### src/rtl/compute_clock_pkg.sv
// Shared types and constants for the compute clock-gate sequencer.
// Latency: n/a (types, constants and one width helper only).
// Backpressure: n/a.
package compute_clock_pkg;

  typedef enum logic [2:0] {
    S_IDLE      = 3'd0,
    S_WAIT_LOCK = 3'd1,
    S_RUN       = 3'd2,
    S_STALL     = 3'd3,
    S_SETTLE    = 3'd4
  } state_e;

  localparam logic [1:0] EXIT_BUDGET = 2'd0;
  localparam logic [1:0] EXIT_STOP   = 2'd1;
  localparam logic [1:0] EXIT_LOCK   = 2'd2;

  // Width of the settle counter. A zero delay never uses the counter,
  // but the vector still needs at least one bit to be legal.
  function automatic int resume_cnt_w(input int resume_delay);
    int w;
    w = $clog2(resume_delay + 1);
    return (w < 1) ? 1 : w;
  endfunction

endpackage

### src/rtl/sync_bit_2ff.sv
// Two-flop synchronizer for a single level signal; resets to 0.
// Latency: 2 clk cycles from a stable input to q.
// Backpressure: none (free-running level path).
// Ports: clk, rst_n (async active-low), d (async input), q (synchronized).
module sync_bit_2ff (
  input  logic clk,
  input  logic rst_n,
  input  logic d,
  output logic q
);

  logic meta_q;
  logic sync_q;

  always_ff @(posedge clk or negedge rst_n) begin
    if (!rst_n) begin
      meta_q <= 1'b0;
      sync_q <= 1'b0;
    end else begin
      meta_q <= d;
      sync_q <= meta_q;
    end
  end

  assign q = sync_q;

endmodule

### src/rtl/compute_clock_gate_ctrl.sv
// Sequences the compute clock enable: budgeted/unbounded runs, stall freeze, settle resume.
// Latency: enable is a flop; decisions at edge k show on compute_clock_en in cycle k+1.
// Backpressure: stall_req levels freeze the enable; stall_ack confirms the freeze per requester.
// Ports: control_clock/sync_rst_n; locked (async); start/cycle_budget/stop run control;
//        stall_req/stall_ack handshake; compute_clock_en, running, done, exit_reason, cycle_count status.
module compute_clock_gate_ctrl
  import compute_clock_pkg::*;
#(
  parameter int N_REQ        = 4,
  parameter int COUNT_W      = 48,
  parameter int RESUME_DELAY = 2
) (
  input  logic               control_clock,
  input  logic               sync_rst_n,
  input  logic               locked,
  input  logic               start,
  input  logic [COUNT_W-1:0] cycle_budget,
  input  logic               stop,
  input  logic [N_REQ-1:0]   stall_req,
  output logic [N_REQ-1:0]   stall_ack,
  output logic               compute_clock_en,
  output logic               running,
  output logic               done,
  output logic [1:0]         exit_reason,
  output logic [COUNT_W-1:0] cycle_count
);

  localparam int RCW = resume_cnt_w(RESUME_DELAY);
  localparam logic [RCW-1:0] SETTLE_LAST = RCW'((RESUME_DELAY > 0) ? (RESUME_DELAY - 1) : 0);

  logic locked_s;

  sync_bit_2ff u_lock_sync (
    .clk   (control_clock),
    .rst_n (sync_rst_n),
    .d     (locked),
    .q     (locked_s)
  );

  state_e             state_q,   state_d;
  logic [COUNT_W-1:0] budget_q,  budget_d;
  logic [COUNT_W-1:0] count_q,   count_d;
  logic               en_q,      en_d;
  logic [N_REQ-1:0]   ack_q,     ack_d;
  logic               running_q, running_d;
  logic               done_q,    done_d;
  logic [1:0]         exit_q,    exit_d;
  logic [RCW-1:0]     settle_q,  settle_d;

  logic       any_req;
  logic       last_cycle;
  logic       end_run;
  logic [1:0] end_reason;

  always_comb begin
    state_d    = state_q;
    budget_d   = budget_q;
    running_d  = running_q;
    exit_d     = exit_q;
    settle_d   = settle_q;
    done_d     = 1'b0;
    end_run    = 1'b0;
    end_reason = EXIT_BUDGET;
    any_req    = |stall_req;

    // Count every enabled cycle; saturation only matters for unbounded runs.
    count_d = (en_q && (count_q != '1)) ? (count_q + COUNT_W'(1)) : count_q;

    // The current cycle is the final budgeted edge.
    last_cycle = en_q && (budget_q != '0) && ((count_q + COUNT_W'(1)) == budget_q);

    case (state_q)
      S_IDLE: begin
        // start beats a simultaneous stop; stop alone is meaningless here.
        if (start) begin
          budget_d  = cycle_budget;
          count_d   = '0;
          running_d = 1'b1;
          state_d   = S_WAIT_LOCK;
        end
      end
      S_WAIT_LOCK: begin
        if (stop) begin
          end_run    = 1'b1;
          end_reason = EXIT_STOP;
        end else if (locked_s) begin
          state_d = S_RUN;
        end
      end
      S_RUN: begin
        if (!locked_s) begin
          end_run    = 1'b1;
          end_reason = EXIT_LOCK;
        end else if (stop) begin
          end_run    = 1'b1;
          end_reason = EXIT_STOP;
        end else if (last_cycle) begin
          // Exhaustion outranks a stall landing on the same edge.
          end_run    = 1'b1;
          end_reason = EXIT_BUDGET;
        end else if (any_req) begin
          state_d = S_STALL;
        end
      end
      S_STALL: begin
        if (!locked_s) begin
          end_run    = 1'b1;
          end_reason = EXIT_LOCK;
        end else if (stop) begin
          end_run    = 1'b1;
          end_reason = EXIT_STOP;
        end else if (!any_req) begin
          settle_d = '0;
          state_d  = (RESUME_DELAY == 0) ? S_RUN : S_SETTLE;
        end
      end
      S_SETTLE: begin
        if (!locked_s) begin
          end_run    = 1'b1;
          end_reason = EXIT_LOCK;
        end else if (stop) begin
          end_run    = 1'b1;
          end_reason = EXIT_STOP;
        end else if (any_req) begin
          state_d = S_STALL;
        end else if (settle_q == SETTLE_LAST) begin
          state_d = S_RUN;
        end else begin
          settle_d = settle_q + RCW'(1);
        end
      end
      default: state_d = S_IDLE;
    endcase

    if (end_run) begin
      state_d   = S_IDLE;
      running_d = 1'b0;
      done_d    = 1'b1;
      exit_d    = end_reason;
    end

    en_d = (state_d == S_RUN);

    // Acks only once the enable has already been low for a cycle (state was
    // STALL before this edge) and the freeze continues past it.
    ack_d = ((state_q == S_STALL) && (state_d == S_STALL)) ? stall_req : '0;
  end

  always_ff @(posedge control_clock or negedge sync_rst_n) begin
    if (!sync_rst_n) begin
      state_q   <= S_IDLE;
      budget_q  <= '0;
      count_q   <= '0;
      en_q      <= 1'b0;
      ack_q     <= '0;
      running_q <= 1'b0;
      done_q    <= 1'b0;
      exit_q    <= EXIT_BUDGET;
      settle_q  <= '0;
    end else begin
      state_q   <= state_d;
      budget_q  <= budget_d;
      count_q   <= count_d;
      en_q      <= en_d;
      ack_q     <= ack_d;
      running_q <= running_d;
      done_q    <= done_d;
      exit_q    <= exit_d;
      settle_q  <= settle_d;
    end
  end

  assign compute_clock_en = en_q;
  assign stall_ack        = ack_q;
  assign running          = running_q;
  assign done             = done_q;
  assign exit_reason      = exit_q;
  assign cycle_count      = count_q;

endmodule

### config.mk
export PLATFORM = sky130hd
export DESIGN_NAME = compute_clock_gate_ctrl
export DESIGN_NICKNAME = d
export VERILOG_FILES = /design/src/rtl/compute_clock_pkg.sv /design/src/rtl/sync_bit_2ff.sv /design/src/rtl/compute_clock_gate_ctrl.sv
export SDC_FILE = /design/constraint.sdc
export NUM_CORES = 1
export LEC_CHECK = 0
export BUFFER_PORTS_ARGS = -buffer_cell sky130_fd_sc_hd__buf_2
export CORE_MARGIN = 2
export CORE_UTILIZATION = 60
export CTS_CLUSTER_DIAMETER = 100
export DETAILED_ROUTE_END_ITERATION = 8
export GPL_TIMING_DRIVEN = 0
export PLACE_DENSITY = 0.88
export REMOVE_ABC_BUFFERS = 1
export SLEW_MARGIN = 20
export SYNTH_ARGS = -nofsm -noshare
export SYNTH_HDL_FRONTEND = slang
export SYNTH_SLANG_ARGS = --single-unit
### constraint.sdc
create_clock -name control_clock -period 5 [get_ports control_clock]
set_input_delay 1 -clock control_clock [delete_from_list [all_inputs] [get_ports control_clock]]
set_output_delay 1 -clock control_clock [all_outputs]
set_load 0.05 [all_outputs]
After elaboration in Yosys (flattened, before gate mapping)
Cells that the tools add are included.
{"block": "op_classes", "reduce_logical": 15, "mux": 41, "n_addsub": 2, "eq_ne": 16}
{"cell": "$mux W48", "n": 3}
{"cell": "$add A48 B1 Y48 const B", "n": 1}
{"cell": "$eq A48 B48 Y1", "n": 1}
{"cell": "$ne A48 B48 Y1 const B", "n": 1}
{"cell": "$reduce_bool A48 Y1", "n": 1}
{"cell": "$mux W3", "n": 15}
{"cell": "$mux W2", "n": 8}
{"cell": "$pmux W3 S5", "n": 1}
{"cell": "$eq A3 B2 Y1 const B", "n": 4}
{"cell": "$mux W1", "n": 10}
{"cell": "$ne A2 B2 Y1 const B", "n": 5}
{"cell": "$pmux W2 S2", "n": 2}
{"cell": "$reduce_and A8 Y1", "n": 1}
{"cell": "$reduce_bool A2 Y1", "n": 3}
{"cell": "$logic_and A1 B1 Y1", "n": 4}
{"cell": "$mux W4", "n": 1}
{"cell": "$ne A2 B1 Y1 const B", "n": 2}
{"cell": "$reduce_and A2 Y1", "n": 2}
{"cell": "$reduce_or A4 Y1", "n": 1}
{"cell": "$eq A3 B1 Y1 const B", "n": 1}
{"cell": "$eq A3 B3 Y1 const B", "n": 1}
{"cell": "$logic_not A3 Y1", "n": 1}
{"cell": "$pmux W1 S3", "n": 1}
{"cell": "$reduce_or A3 Y1", "n": 1}
{"cell": "other kinds (3)", "n": 3}
{"block": "word_totals", "regBits": 112, "output_inout_bits": 57, "word_cells": 85, "in_bits": 57}

Logic depth before layout (Yosys ltp)
Gate-level depths: netlist (run 1).
{"block": "logic_depth", "ltp_word": 11, "mapped_depth": 12, "depth_no_buf": 10}

Modules after synthesis
A second synthesis (run 1) with hierarchy kept.
{"block": "hier_totals", "cells_unflattened": 732, "hier_area_um2": 6839.1}
{"module": "compute_clock_gate_ctrl", "n_inst": 1, "seq_area_each_um2": 2752.6, "area_per_inst_um2": 6789.0, "cells_per_inst": 730}
{"module": "sync_bit_2ff", "n_inst": 1, "seq_area_each_um2": 50.0, "area_per_inst_um2": 50.0, "cells_per_inst": 2}

Least setup slack after synthesis (run 1)
OpenSTA, ideal clock, no wires.
{"block": "synth_timing", "path_type": "register to register", "startpoint": "reg count_q[1], in the netlist cycle_count[1]", "endpoint": "reg en_q, in the netlist compute_clock_en", "path_buffers": 0, "path_stages_with_launch": 11, "synth_period_minus_slack_ns": 3.207, "arrival_ns": 3.127, "setup_slack_ns": 1.793, "setup_ns": 0.080, "required_ns": 4.920, "path_cell_list": "dfrtp_1 ha_1 nand3_1 nor4_1 nand3_1 or3_1 a22oi_1 nor4bb_1 nand4_1 a221oi_2 nor3b_2"}
{"block": "synth_between", "elab_chain_len": 9, "elab_cells_between_ends": 13, "classes_between": "1 x add/sub; 2 x eq/ne; 9 x mux; 1 x reduce/logical"}
{"item": "start, declared", "line": "compute_clock_gate_ctrl.sv:42", "text": "logic [COUNT_W-1:0] count_q, count_d;"}
{"item": "start signal, assigned", "line": "compute_clock_gate_ctrl.sv:163", "text": "count_q <= count_d;"}
{"item": "$add A48 B1 Y48 (*)", "line": "compute_clock_gate_ctrl.sv:70", "text": "last_cycle = en_q && (budget_q != '0) && ((count_q + COUNT_W'(1)) == budget_q);"}
{"item": "$eq A48 B48 Y1 (*)", "line": "compute_clock_gate_ctrl.sv:70"}
{"item": "$logic_and A1 B1 Y1 (*)", "line": "compute_clock_gate_ctrl.sv:70"}
{"item": "$mux W3 or $mux W1 (tied branches)", "line": "compute_clock_gate_ctrl.sv:97", "text": "end else if (last_cycle) begin"}
{"item": "$mux W3 or $mux W1 (tied branches)", "line": "compute_clock_gate_ctrl.sv:94", "text": "end else if (stop) begin"}
{"item": "$mux W3 or $mux W1 (tied branches)", "line": "compute_clock_gate_ctrl.sv:91", "text": "if (!locked_s) begin"}
{"item": "$pmux W3 S5 or $pmux W1 S3 (tied branches)", "line": "compute_clock_gate_ctrl.sv:72", "text": "case (state_q)"}
{"item": "$mux W3 (*)", "line": "compute_clock_gate_ctrl.sv:135", "text": "if (end_run) begin"}
{"item": "$eq A3 B2 Y1 (*)", "line": "compute_clock_gate_ctrl.sv:142", "text": "en_d = (state_d == S_RUN);"}
{"item": "net en_d", "line": "compute_clock_gate_ctrl.sv:43", "text": "logic en_q, en_d;"}
{"item": "end signal, assigned", "line": "compute_clock_gate_ctrl.sv:164", "text": "en_q <= en_d;"}
{"item": "end, declared", "line": "compute_clock_gate_ctrl.sv:43"}
Mark *: on every way through the listed nets, which the timed path passes. The rest lies on a longest branch.
A chain may end at the register's enable or synchronous reset.

Worst setup path after layout (run 1)
{"block": "layout_timing", "startpoint": "reg count_q[0], in the netlist cycle_count[0]", "endpoint": "reg en_q, in the netlist compute_clock_en"}
The elaborated chain is that of the path after synthesis.

==> run metrics, run 1 <==
total power about 2900 uW; DR vias 5,890; wirelength, routed around 17 mm; endpoint class of the critical path flop; postcts setup bufs 0; hold_ws between 0.3 and 0.4 ns; Area Growth Syn to Fin 12.6%; ys async rst share 100%; FMAX about 0.26 GHz; Root Buffer clkbuf_8; Synth Instances 702; register area share after synthesis 42.2%; skew final about 0.014 ns; hold_buf cts 0; vias in the first global route roughly 5,600; Antenna Violating Nets Remaining 0; DR vias/cell 6.29; Startpoint Class flop; Final TNS setup 0 ns; cell area after synthesis approximately 6600 sq um; Reg clk slew, reported paths 0.10 ns; core area between 10,000 and 15,000 sq um; CTS tree done; share of cells above drive strength 1 between 20% and 30%; Layout Nets between 800 and 900; final setup fails 0; count of cell types in the netlist 58; critical path start-end classification reg -> reg; pin count of the biggest net entering global routing slightly below 70; max-slew violations 0; number of synthesized flops with an enable pin 0; first-pass GRT wire length about 28 mm; critical path arrival 4.13 ns; Hold Vio Cnt, Final 0; Starting Density between 60 and 70%; CP top delay family simple AND/OR/NAND/NOR gates; GRT Residual Overflow 0; Synth area leaders dfrtp_1 42%, xnor2_1 10%, mux2_2 8.3%; Yosys reg bits ~110; ant diodes 0; TritonCTS Sinks 112; share of the synthesized area in the top cell type ~42%; Post-CTS Resized 0; Final WS setup approximately 1.2 ns; H-tree depth 3; iteration count of the initial detailed-routing pass 5; Worst path max stage delay roughly 0.54 ns; Critical path buffers and inverters 0; PwrDens 389 nW/um^2; clk buf depth 2; initial DRC count ~630; Die ar. around 12,000 sq um; most common cell in the synthesized netlist dfrtp_1; crit path cell chain ha_1, nand3_1, nor4_1, nand3_1, or3_1, a22oi_1, nor4bb_1, nand4_1, a221oi_2, nor3b_2; period utilization between 70% and 80%; Slew @ Worst Pin about 0.73 ns; most used cell, CP nand3_1; max-cap violations 0; Commonest cells post-synth 112 x dfrtp_1, 83 x nor2_1, 77 x xnor2_1, 49 x mux2_2, 46 x nand2_1; cell row count 38; PortBufs roughly 110; Die Wd around 110 um; cts bufs inserted 9; DPL Wire Length roughly 13 mm; Yosys top cell by area dfrtp_1; antenna violations before repair 0; IR drop worst, VDD 293 uV; pre-CTS setup slack 1.27 ns; required time of the critical path ~5.3 ns; gr usage total between 30 and 40%; wire per inst roughly 19 um; Pleak 0.00314 uW; RSZ-0062 raised after global routing no; ys flop type dfrtp_1; worst-case headroom to the max-slew limit 50.7%; Die H 109 um; Hold Path Class reg -> reg; Yosys warnings 0; crit path time final about 3.8 ns; slowest stage cell, crit path dfrtp_1; routability congestion estimate about 0.93; Worst-Skew Late Latency between 0.3 and 0.4 ns; Post-Synthesis Mean Instance Area approximately 9.5 sq um; # IOs ~110; final core occ about 69%; drc violations 0; status completed; critical path fanouts, max 9
==> report_power, final <==
group	leakage, uW	switching, uW	total [uW]	internal, uW
Sequential	0.00144	264	1390	1130
Combinational	0.00162	522	1030	505
Clock	0.0000834	296	491	194
Total	0.00314	1080	2910	1830
==> flip-flops by register name (all words and copies together) (netlist names) <==
| name | cells |
|---|---|
| budget_q | 48 |
| cycle_count | 48 |
| stall_ack | 4 |
| state_q | 3 |
| exit_reason | 2 |
| settle_q | 2 |
| compute_clock_en | 1 |
| done | 1 |
| running | 1 |
| u_lock_sync.meta_q | 1 |
| u_lock_sync.q | 1 |
==> cells by family after synthesis <==
logic type	count (synthesis)	synth area share, %
flops	112	42.2
xor+xnor	106	14.0
compound gates	74	7.14
fa+ha+maj	2	0.377
buf+inv	49	3.05
mux	53	8.91
simple gates	306	24.4
==> stage by stage <==
step                      instance area, sq um  cells
after floorplan                           6480    663
after global placement                    7220    916
after detailed placement                  7310    920
after CTS                                 7480    936
after global routing                      7480    936
final                                     7480    936
==> cell usage in the layout, fill, tap and decap left out, types with 4 or more instances in the layout <==
| cell type | synthesis | layout |
|---|---|---|
| dfrtp_1 | 112 | 112 |
| buf_2 | 14 | 112 |
| nor2_1 | 83 | 83 |
| xnor2_1 | 77 | 77 |
| mux2_2 | 49 | 49 |
| nand2_1 | 46 | 46 |
| nand3_1 | 39 | 39 |
| xor2_1 | 29 | 29 |
| nor4_1 | 27 | 27 |
| nand4_1 | 27 | 27 |
| and3_1 | 22 | 21 |
| a21oi_1 | 20 | 20 |
| nor3_1 | 19 | 18 |
| o21ai_0 | 19 | 18 |
| inv_1 | 10 | 10 |
| clkbuf_8 | 0 | 10 |
| and4_1 | 7 | 7 |
| or3_1 | 7 | 7 |
| a31oi_1 | 5 | 5 |
| and2_1 | 4 | 4 |
| mux2i_1 | 4 | 4 |
| or4_1 | 4 | 4 |
| o22ai_1 | 4 | 4 |
==> cell type report <==
| cell class | count | area, sq um |
|---|---|---|
| multi-input combinational | 541 | 3650 |
| fill | 823 | 3360 |
| sequential | 112 | 2800 |
| timing repair buffer | 117 | 646 |
| tap | 140 | 175 |
| clock buffer | 13 | 149 |
| inverter | 10 | 37.5 |
| clock inverter | 3 | 17.5 |
==> per-layer routing <==
| layer | GRT usage [%] | share of wire (%) |
|---|---|---|
| met4 | 14.1 | 3.9 |
| met5 | 0 | 0 |
| met3 | 7.83 | 7.5 |
| met1 | 39.5 | 41 |
| met2 | 46.8 | 48 |
==> worst paths after layout <==
check | start | to | slack, ns | cells past startpoint
max in group asynchronous | sync_rst_n | cycle_count[38] | 3.79 | 2
worst max-delay path | cycle_count[0] | compute_clock_en | 1.18 | 10
worst min-delay path | u_lock_sync.meta_q | u_lock_sync.q | 0.36 | 0
min in group asynchronous | sync_rst_n | cycle_count[17] | 0.52 | 1
worst max register to register | cycle_count[0] | compute_clock_en | 1.18 | 10
worst min register to register | u_lock_sync.meta_q | u_lock_sync.q | 0.36 | 0
Power figures use the tool's default switching activity.
==> run 2: changes to the inputs <==
--- a/config.mk
+++ b/config.mk
@@ -5,13 +5,14 @@
 export SDC_FILE = /design/constraint.sdc
 export NUM_CORES = 1
 export LEC_CHECK = 0
+export ABC_AREA = 1
 export BUFFER_PORTS_ARGS = -buffer_cell sky130_fd_sc_hd__buf_2
 export CORE_MARGIN = 2
-export CORE_UTILIZATION = 60
+export CORE_UTILIZATION = 52
 export CTS_CLUSTER_DIAMETER = 100
 export DETAILED_ROUTE_END_ITERATION = 8
 export GPL_TIMING_DRIVEN = 0
-export PLACE_DENSITY = 0.88
+export PLACE_DENSITY = 0.8
 export REMOVE_ABC_BUFFERS = 1
 export SLEW_MARGIN = 20
 export SYNTH_ARGS = -nofsm -noshare
==> constraint.sdc (replaced) <==
create_clock -name control_clock -period 3.3 [get_ports control_clock]
set_input_delay 0.66 -clock control_clock [delete_from_list [all_inputs] [get_ports control_clock]]
set_output_delay 0.66 -clock control_clock [all_outputs]
set_load 0.05 [all_outputs]
==> run 2 against run 1 <==
Compared with the run above:
- flip-flop and latch count stayed put
- first-iteration DRC count is 53% higher
- maximum frequency is 26% higher
- clock skew is 0.00053 ns higher
- global-route usage is 2.0 points higher
- final area is 15% higher
- largest power group is now combinational logic
- routed wire length is 37% higher
- sequential share of layout area is 4.8 points lower
- register-to-register slack worse by 0.91 ns
- critical path depth is 2 higher
- non-clock buffer count is 2 lower
- via count is 37% higher
==> run metrics, run 2 <==
final setup fails 0 (unchanged); Worst-Skew Late Latency 0.37 ns (-0.02 ns); first-pass GRT wire length 37.4 mm (+33%); max-cap violations 0 (unchanged); Synth Instances 1,160 (+65%); initial DRC count 967 (+53%); cell area after synthesis 7500 sq um (+13%); flop2flop setup slack 0.27 ns (-0.91 ns); vias in the first global route 7,311 (+30%); Root Buffer clkbuf_16; CTS tree done; number of synthesized flops with an enable pin 0 (unchanged); Final WS setup 0.268 ns (-0.914 ns); worst r2r path cells 12 (+2); Post-Synthesis Mean Instance Area 6.46 sq um (-32%); RSZ-0062 raised after global routing no; Yosys reg bits 112 (unchanged); count of cell types in the netlist 35 (-40%); crit path time final 3.03 ns (-0.786 ns); simple-gate share of the synthesized area 41.8% (+17 points); required time of the critical path 3.53 ns (-1.78 ns); Hold Path Class in -> async; worst-case headroom to the max-slew limit 56.8% (+6.0 points); Slew @ Worst Pin 0.643 ns (-0.0900 ns); critical path arrival 3.26 ns (-0.87 ns); Compound-Gate Fraction of Synth Area 10.7% (+3.5 points); register area share after synthesis 37.4% (-4.8 points); Synth Area in XOR/XNOR 1.49% (-12 points); pin count of the biggest net entering global routing 99 (+46%); GRT Residual Overflow 0 (unchanged); Starting Density 53.6% (-7.7 points); most frequent cells in the layout 383 x nand2_1, 151 x nor2_1, 135 x inv_1, 112 x dfrtp_1, 112 x buf_2; postcts setup bufs 0 (unchanged); end of the worst register-to-register path cycle_count[12]; # IOs 114 (unchanged); DR vias 8,048 (+37%); TritonCTS Sinks 112 (unchanged); Area Growth Syn to Fin 14.3%; Antenna Violating Nets Remaining 0 (unchanged); core area 14,000 sq um (+29%); Yosys top cell by area dfrtp_1; PwrDens 864 nW/um^2 (+120%); skew final 0.0145 ns (+0.000528 ns); Reg clk slew, reported paths 0.09 ns (about the same); max-slew violations 0 (unchanged); Die Wd 124 um (+14%); Commonest cells post-synth 385 x nand2_1, 151 x nor2_1, 136 x inv_1, 112 x dfrtp_1, 107 x nand3_1; fill count 1,418 (+72%); pre-CTS setup slack -0.252 ns (-1.52 ns); Hold Vio Cnt, Final 0 (unchanged); PortBufs 113 (unchanged); Yosys warnings 0 (unchanged); Finished Cell Area 8570 sq um (+15%); period utilization 91.9% (+16 points); CP endpoint cycle_count[12]; H-tree depth 3 (unchanged); endpoint class of the critical path flop; status completed; final core occ 61.3% (-7.7 points); largest family of logic cells by synthesized area simple AND/OR/NAND/NOR gates; Placed Area 8250 sq um (+13%); Die H 124 um (+14%); mux share of post-synthesis cell area 0% (-8.9 points); antenna violations before repair 0 (unchanged); Layout Nets 1,320 (+55%); ys flop type dfrtp_1; share of the synthesized area in the top cell type 37.4% (-4.8 points); critical path start-end classification reg -> reg; Crit Reg-Reg Startpoint cycle_count[1]; wirelength, routed 24.0 mm (+37%); most common cell after layout, fill and taps aside nand2_1; most common cell in the synthesized netlist nand2_1; cell row count 43 (+13%); crit path launch cycle_count[1]; FMAX 0.330 GHz (+26%); cts bufs inserted 9 (unchanged); ys async rst share 100% (unchanged); Adder-Cell Fraction of Synth Area 0.334% (-0.043 points); iteration count of the initial detailed-routing pass 8 (+3); clk buf depth 2 (unchanged); DPL Wire Length 18.3 mm (+41%); routability congestion estimate 0.998 (+6.9%); DR vias/cell 5.57 (-12%); drc violations 0 (unchanged); critical path fanouts, max 51 (+42); gr usage total 32.1% (+2.0 points); Pleak 0.00429 uW (+37%); IR drop worst, VDD 536 uV (+83%); wire per inst 16.6 um (-11%); Synth area leaders dfrtp_1 37%, nand2_1 19%, nor2_1 7.6%; Die ar. 15,400 sq um (+29%); share of cells above drive strength 1 13.5% (-11 points); Startpoint Class flop; ant diodes 0 (unchanged)
## run 2: cell count changes after synthesis, sizes merged, moves of 13 or more
| cell | previous run | this run |
|---|---|---|
| nand2 | 46 | 394 |
| inv | 10 | 138 |
| nor2 | 83 | 172 |
| xnor2 | 77 | 2 |
| o21ai | 19 | 90 |
| nand3 | 41 | 109 |
| mux2 | 49 | 0 |
| nor4 | 29 | 3 |
| xor2 | 29 | 3 |
| and3 | 22 | 0 |
| a21oi | 20 | 35 |
| buf | 15 | 2 |
## run 2: through the flow
stage	total power, uW	setup TNS, ns	hold slack [ns]	std cells
detailed placement	6130	-5.00	0.340	1430
CTS	7350	0	0.235	1446
global route	7930	0	0.240	1446
global placement	6050	-152.66	0.333	1428
floorplan	5030	-10.02	0.331	1135
finish	7400	0	0.216	1446
## run 2: cells by family (layout without fill, tap and decap cells)
family                   count (synthesis)  after routing
AO/OA/AOI/OAI                          150            150
XOR/XNOR                                 8              8
adder cells (fa/ha/maj)                  2              2
buffers and inverters                  164            270
flip-flops                             112            112
AND/OR/NAND/NOR                        724            724
## run 2: how the worst min path moves through the flow
stage                           to  slack (ns)  cells after the start
floorplan            u_lock_sync.q        0.33                      0
finish                 budget_q[5]        0.22                      1
global route        cycle_count[3]        0.24                      1
detailed placement   u_lock_sync.q        0.34                      0
global placement     u_lock_sync.q        0.33                      0
CTS                    budget_q[5]        0.23                      1
## run 2: power by group
group / switching (uW) / leakage (uW) / internal [uW]
logic: 2650 / 0.00271 / 1080
registers: 572 / 0.00143 / 1890
clock network: 580 / 0.000152 / 624
total: 3810 / 0.00429 / 3600
## run 2: timing repair
item	in CTS	in global routing
endpoints found under the setup margin	26	25
hold buffers	0	0
pin swaps	0	0
resized for setup	1	2
## run 2: area by class of cell
| type | count | area [sq um] | area share, % |
|---|---|---|---|
| tap | 180 | 225 | 2.63 |
| inverter | 139 | 529 | 6.18 |
| timing repair buffer | 115 | 619 | 7.23 |
| multi-input combinational | 884 | 4080 | 47.6 |
| sequential | 112 | 2800 | 32.7 |
| clock buffer | 10 | 239 | 2.79 |
| clock inverter | 6 | 75.1 | 0.876 |
## run 2: critical path, cell delays in order (launching register included)
cell and delay, ns:
dfrtp_1 0.44, ha_1 0.27, nand2_2 0.11, nor2_4 0.25
nand2_4 0.14, nor2_8 0.24, nand3_2 0.11, inv_1 0.06
nand4_1 0.13, nand2_4 0.43, inv_4 0.33, o21ai_0 0.28
a31oi_1 0.07
## run 2: layer usage
layer | track usage, % | wire length (um)
met3 | 6.82 | 2230
met2 | 50.0 | 10600
met5 | 0 | 0
met4 | 10.1 | 610
met1 | 44.9 | 10500
==> run 3: changes to the inputs <==
--- a/config.mk
+++ b/config.mk
@@ -13,7 +13,6 @@
 export DETAILED_ROUTE_END_ITERATION = 8
 export GPL_TIMING_DRIVEN = 0
 export PLACE_DENSITY = 0.8
-export REMOVE_ABC_BUFFERS = 1
 export SLEW_MARGIN = 20
 export SYNTH_ARGS = -nofsm -noshare
 export SYNTH_HDL_FRONTEND = slang
==> run 3 against run 2 <==
Compared with the run above:
- worst setup slack worse by 0.13 ns
- first-iteration DRC count is 25% higher
- die area unchanged
- register-to-register slack got worse by 0.13 ns
- sequential power about the same
- count of clock-buffer cells in the layout stayed put
- sequential share of layout area fell by 0.21 points
- critical path type unchanged
==> run metrics, run 3 (same netlist as run 2, synthesis figures left out) <==
status completed; first-pass GRT wire length 43.0 mm (+15%); critical path arrival 3.43 ns (+0.17 ns); Final WS setup 0.139 ns (-0.130 ns); DR vias 8,465 (+5.2%); Final TNS setup 0 ns (unchanged); fill count 1,406 (-0.85%); Antenna Violating Nets Remaining 0 (unchanged); Finished Cell Area 8630 sq um (+0.66%); multi-input logic area 4080 sq um (-0.12%); GRT Residual Overflow 0 (unchanged); most common cell after layout, fill and taps aside nand2_1; critical path start-end classification reg -> reg; # IOs 114 (unchanged); DR vias/cell 5.76 (+3.5%); worst-case headroom to the max-slew limit 41.9% (-15 points); iteration count of the initial detailed-routing pass 5 (-3); endpoint class of the critical path flop; Reg clk slew, reported paths 0.08 ns (about the same); Area Growth Syn to Fin 15.1%; combinational fraction of design power 52.6% (+2.1 points); max-cap violations 0 (unchanged); critical path fanouts, max 7 (-86%); core area 14,000 sq um (unchanged); slowest stage cell, crit path dfrtp_1; cell row count 43 (unchanged); routability congestion estimate 0.994 (-0.47%); Placed Area 8320 sq um (+0.88%); FMAX 0.316 GHz (-4.1%); H-tree depth 3 (unchanged); sequential share of power 32.4% (-0.8 points); ant diodes 0 (unchanged); most frequent cells in the layout 384 x nand2_1, 150 x nor2_1, 136 x inv_1, 113 x buf_2, 112 x dfrtp_1; drc violations 0 (unchanged); DPL Wire Length 21.8 mm (+19%); CTS tree done; pin count of the biggest net entering global routing 69 (-30%); Critical path buffers and inverters 1 (-1); gr usage total 38.3% (+6.1 points); hold_buf cts 0 (unchanged); vias in the first global route 7,669 (+4.9%); Starting Density 53.6% (unchanged); skew final 0.00765 ns (-0.00687 ns); RSZ-0062 raised after global routing no; Die Wd 124 um (unchanged); antenna violations before repair 0 (unchanged); final setup fails 0 (unchanged); wirelength, routed 28.5 mm (+19%); Worst path max stage delay 0.43 ns (about the same); PortBufs 113 (unchanged); pre-CTS setup slack 0.178 ns (+0.430 ns); Hold Vio Cnt, Final 0 (unchanged); cts bufs inserted 9 (unchanged); IR drop worst, VDD 567 uV (+5.8%); max-slew violations 0 (unchanged); Startpoint Class flop; internal power 3540 uW (-1.4%); Slew @ Worst Pin 0.871 ns (+0.228 ns); Net Sw Power 4050 uW (+6.4%); Layout Nets 1,344 (+1.8%); Mapped Nets 1,219; TritonCTS Sinks 112 (unchanged); Worst-Skew Late Latency 0.37 ns (about the same); crit path time final 3.16 ns (+0.130 ns); period utilization 95.8% (+3.9 points); clk buf depth 2 (unchanged); CP top delay family simple AND/OR/NAND/NOR gates; Die H 124 um (unchanged); Root Buffer clkbuf_16; share of cells above drive strength 1 13.3% (-0.17 points); clock group share of total power 15.0% (-1.3 points); required time of the critical path 3.57 ns (+0.04 ns); Pleak 0.00432 uW (+0.64%); initial DRC count 1,204 (+25%); Hold Path Class in -> async; wire per inst 19.4 um (+17%); Sw Ratio 53.3% (+1.9 points); FF/Latch Area 2800 sq um (unchanged); PwrDens 880 nW/um^2 (+1.9%); crit path cell chain ha_1, nand2_2, nor2_4, nand2_4, nor2_4, nand2_1, nand3_1, nand2_1, nor2_1, nand2_1, inv_1, nand2_1, nor2_1, nand3_1, nor2_1, a21oi_2, nand2_2, nor2_1; Die ar. 15,400 sq um (unchanged)
## run 3: changes by cell type in the layout (fill, tap and decap cells not counted), sizes merged
cell      change
clkbuf       +23
clkinvlp      -1
clkinv        +2
buf           +1
bufinv        -1
## run 3: final timing paths
path	cells past startpoint	endpoint	slack (ns)	startpoint
worst max-delay path	18	stall_ack[3]	0.14	cycle_count[0]
min in group control_clock	0	u_lock_sync.q	0.36	u_lock_sync.meta_q
max in group asynchronous	2	budget_q[45]	2.39	sync_rst_n
worst min-delay path	1	budget_q[9]	0.20	sync_rst_n
worst max register to register	18	stall_ack[3]	0.14	cycle_count[0]
worst min register to register	0	u_lock_sync.q	0.36	u_lock_sync.meta_q
## run 3: what timing repair did
item / CTS / global route
buffers inserted: 0 / 0
gates resized for setup: 0 / 6
endpoints found under the setup margin: 0 / 9
## run 3: per-layer routing
layer	track usage, %	vias up	share of wire [%]
li1	-	3979	-
met1	53.4	3926	41
met2	57.3	478	43
met3	8.93	82	11
met5	0	-	0
met4	15.4	0	4.3
## run 3: stage by stage
stage | hold slack [ns] | cells | total power (uW) | utilization (%)
2_1_floorplan | 0.331 | 1160 | 5070 | -
3_3_place_gp | 0.332 | 1453 | 6280 | 59.2
3_5_place_dp | 0.346 | 1454 | 6340 | 59.5
4_1_cts | 0.209 | 1470 | 7480 | 61.6
5_1_grt | 0.231 | 1470 | 8070 | 61.7
6_report | 0.195 | 1470 | 7590 | 61.7
## run 3: worst reg2reg max path: cells and delay by family (launching register included)
kind / cells / cell delay (ns)
simple gates: 15 / 2.20
fa+ha+maj: 1 / 0.29
buf+inv: 1 / 0.06
flops: 1 / 0.43
compound gates: 1 / 0.09
## run 3: power groups by stage
stage | Sequential, uW | Combinational, uW | Clock, uW
after floorplan | 2990 | 2080 | 0
after global placement | 2460 | 3820 | 0
after detailed placement | 2460 | 3890 | 0
after CTS | 2430 | 3900 | 1140
after global routing | 2520 | 4360 | 1190
final | 2460 | 3990 | 1140
## run 3: cell type report
| type | count | share of cell area, % |
|---|---|---|
| plain buffers | 25 | 1.22 |
| clock buffers | 10 | 2.77 |
| clock inverters | 6 | 0.682 |
| inverters | 139 | 6.05 |
| multi-input cells | 884 | 47.2 |
| flip-flops and latches | 112 | 32.5 |
| well taps | 180 | 2.61 |
| repair buffers | 114 | 6.95 |
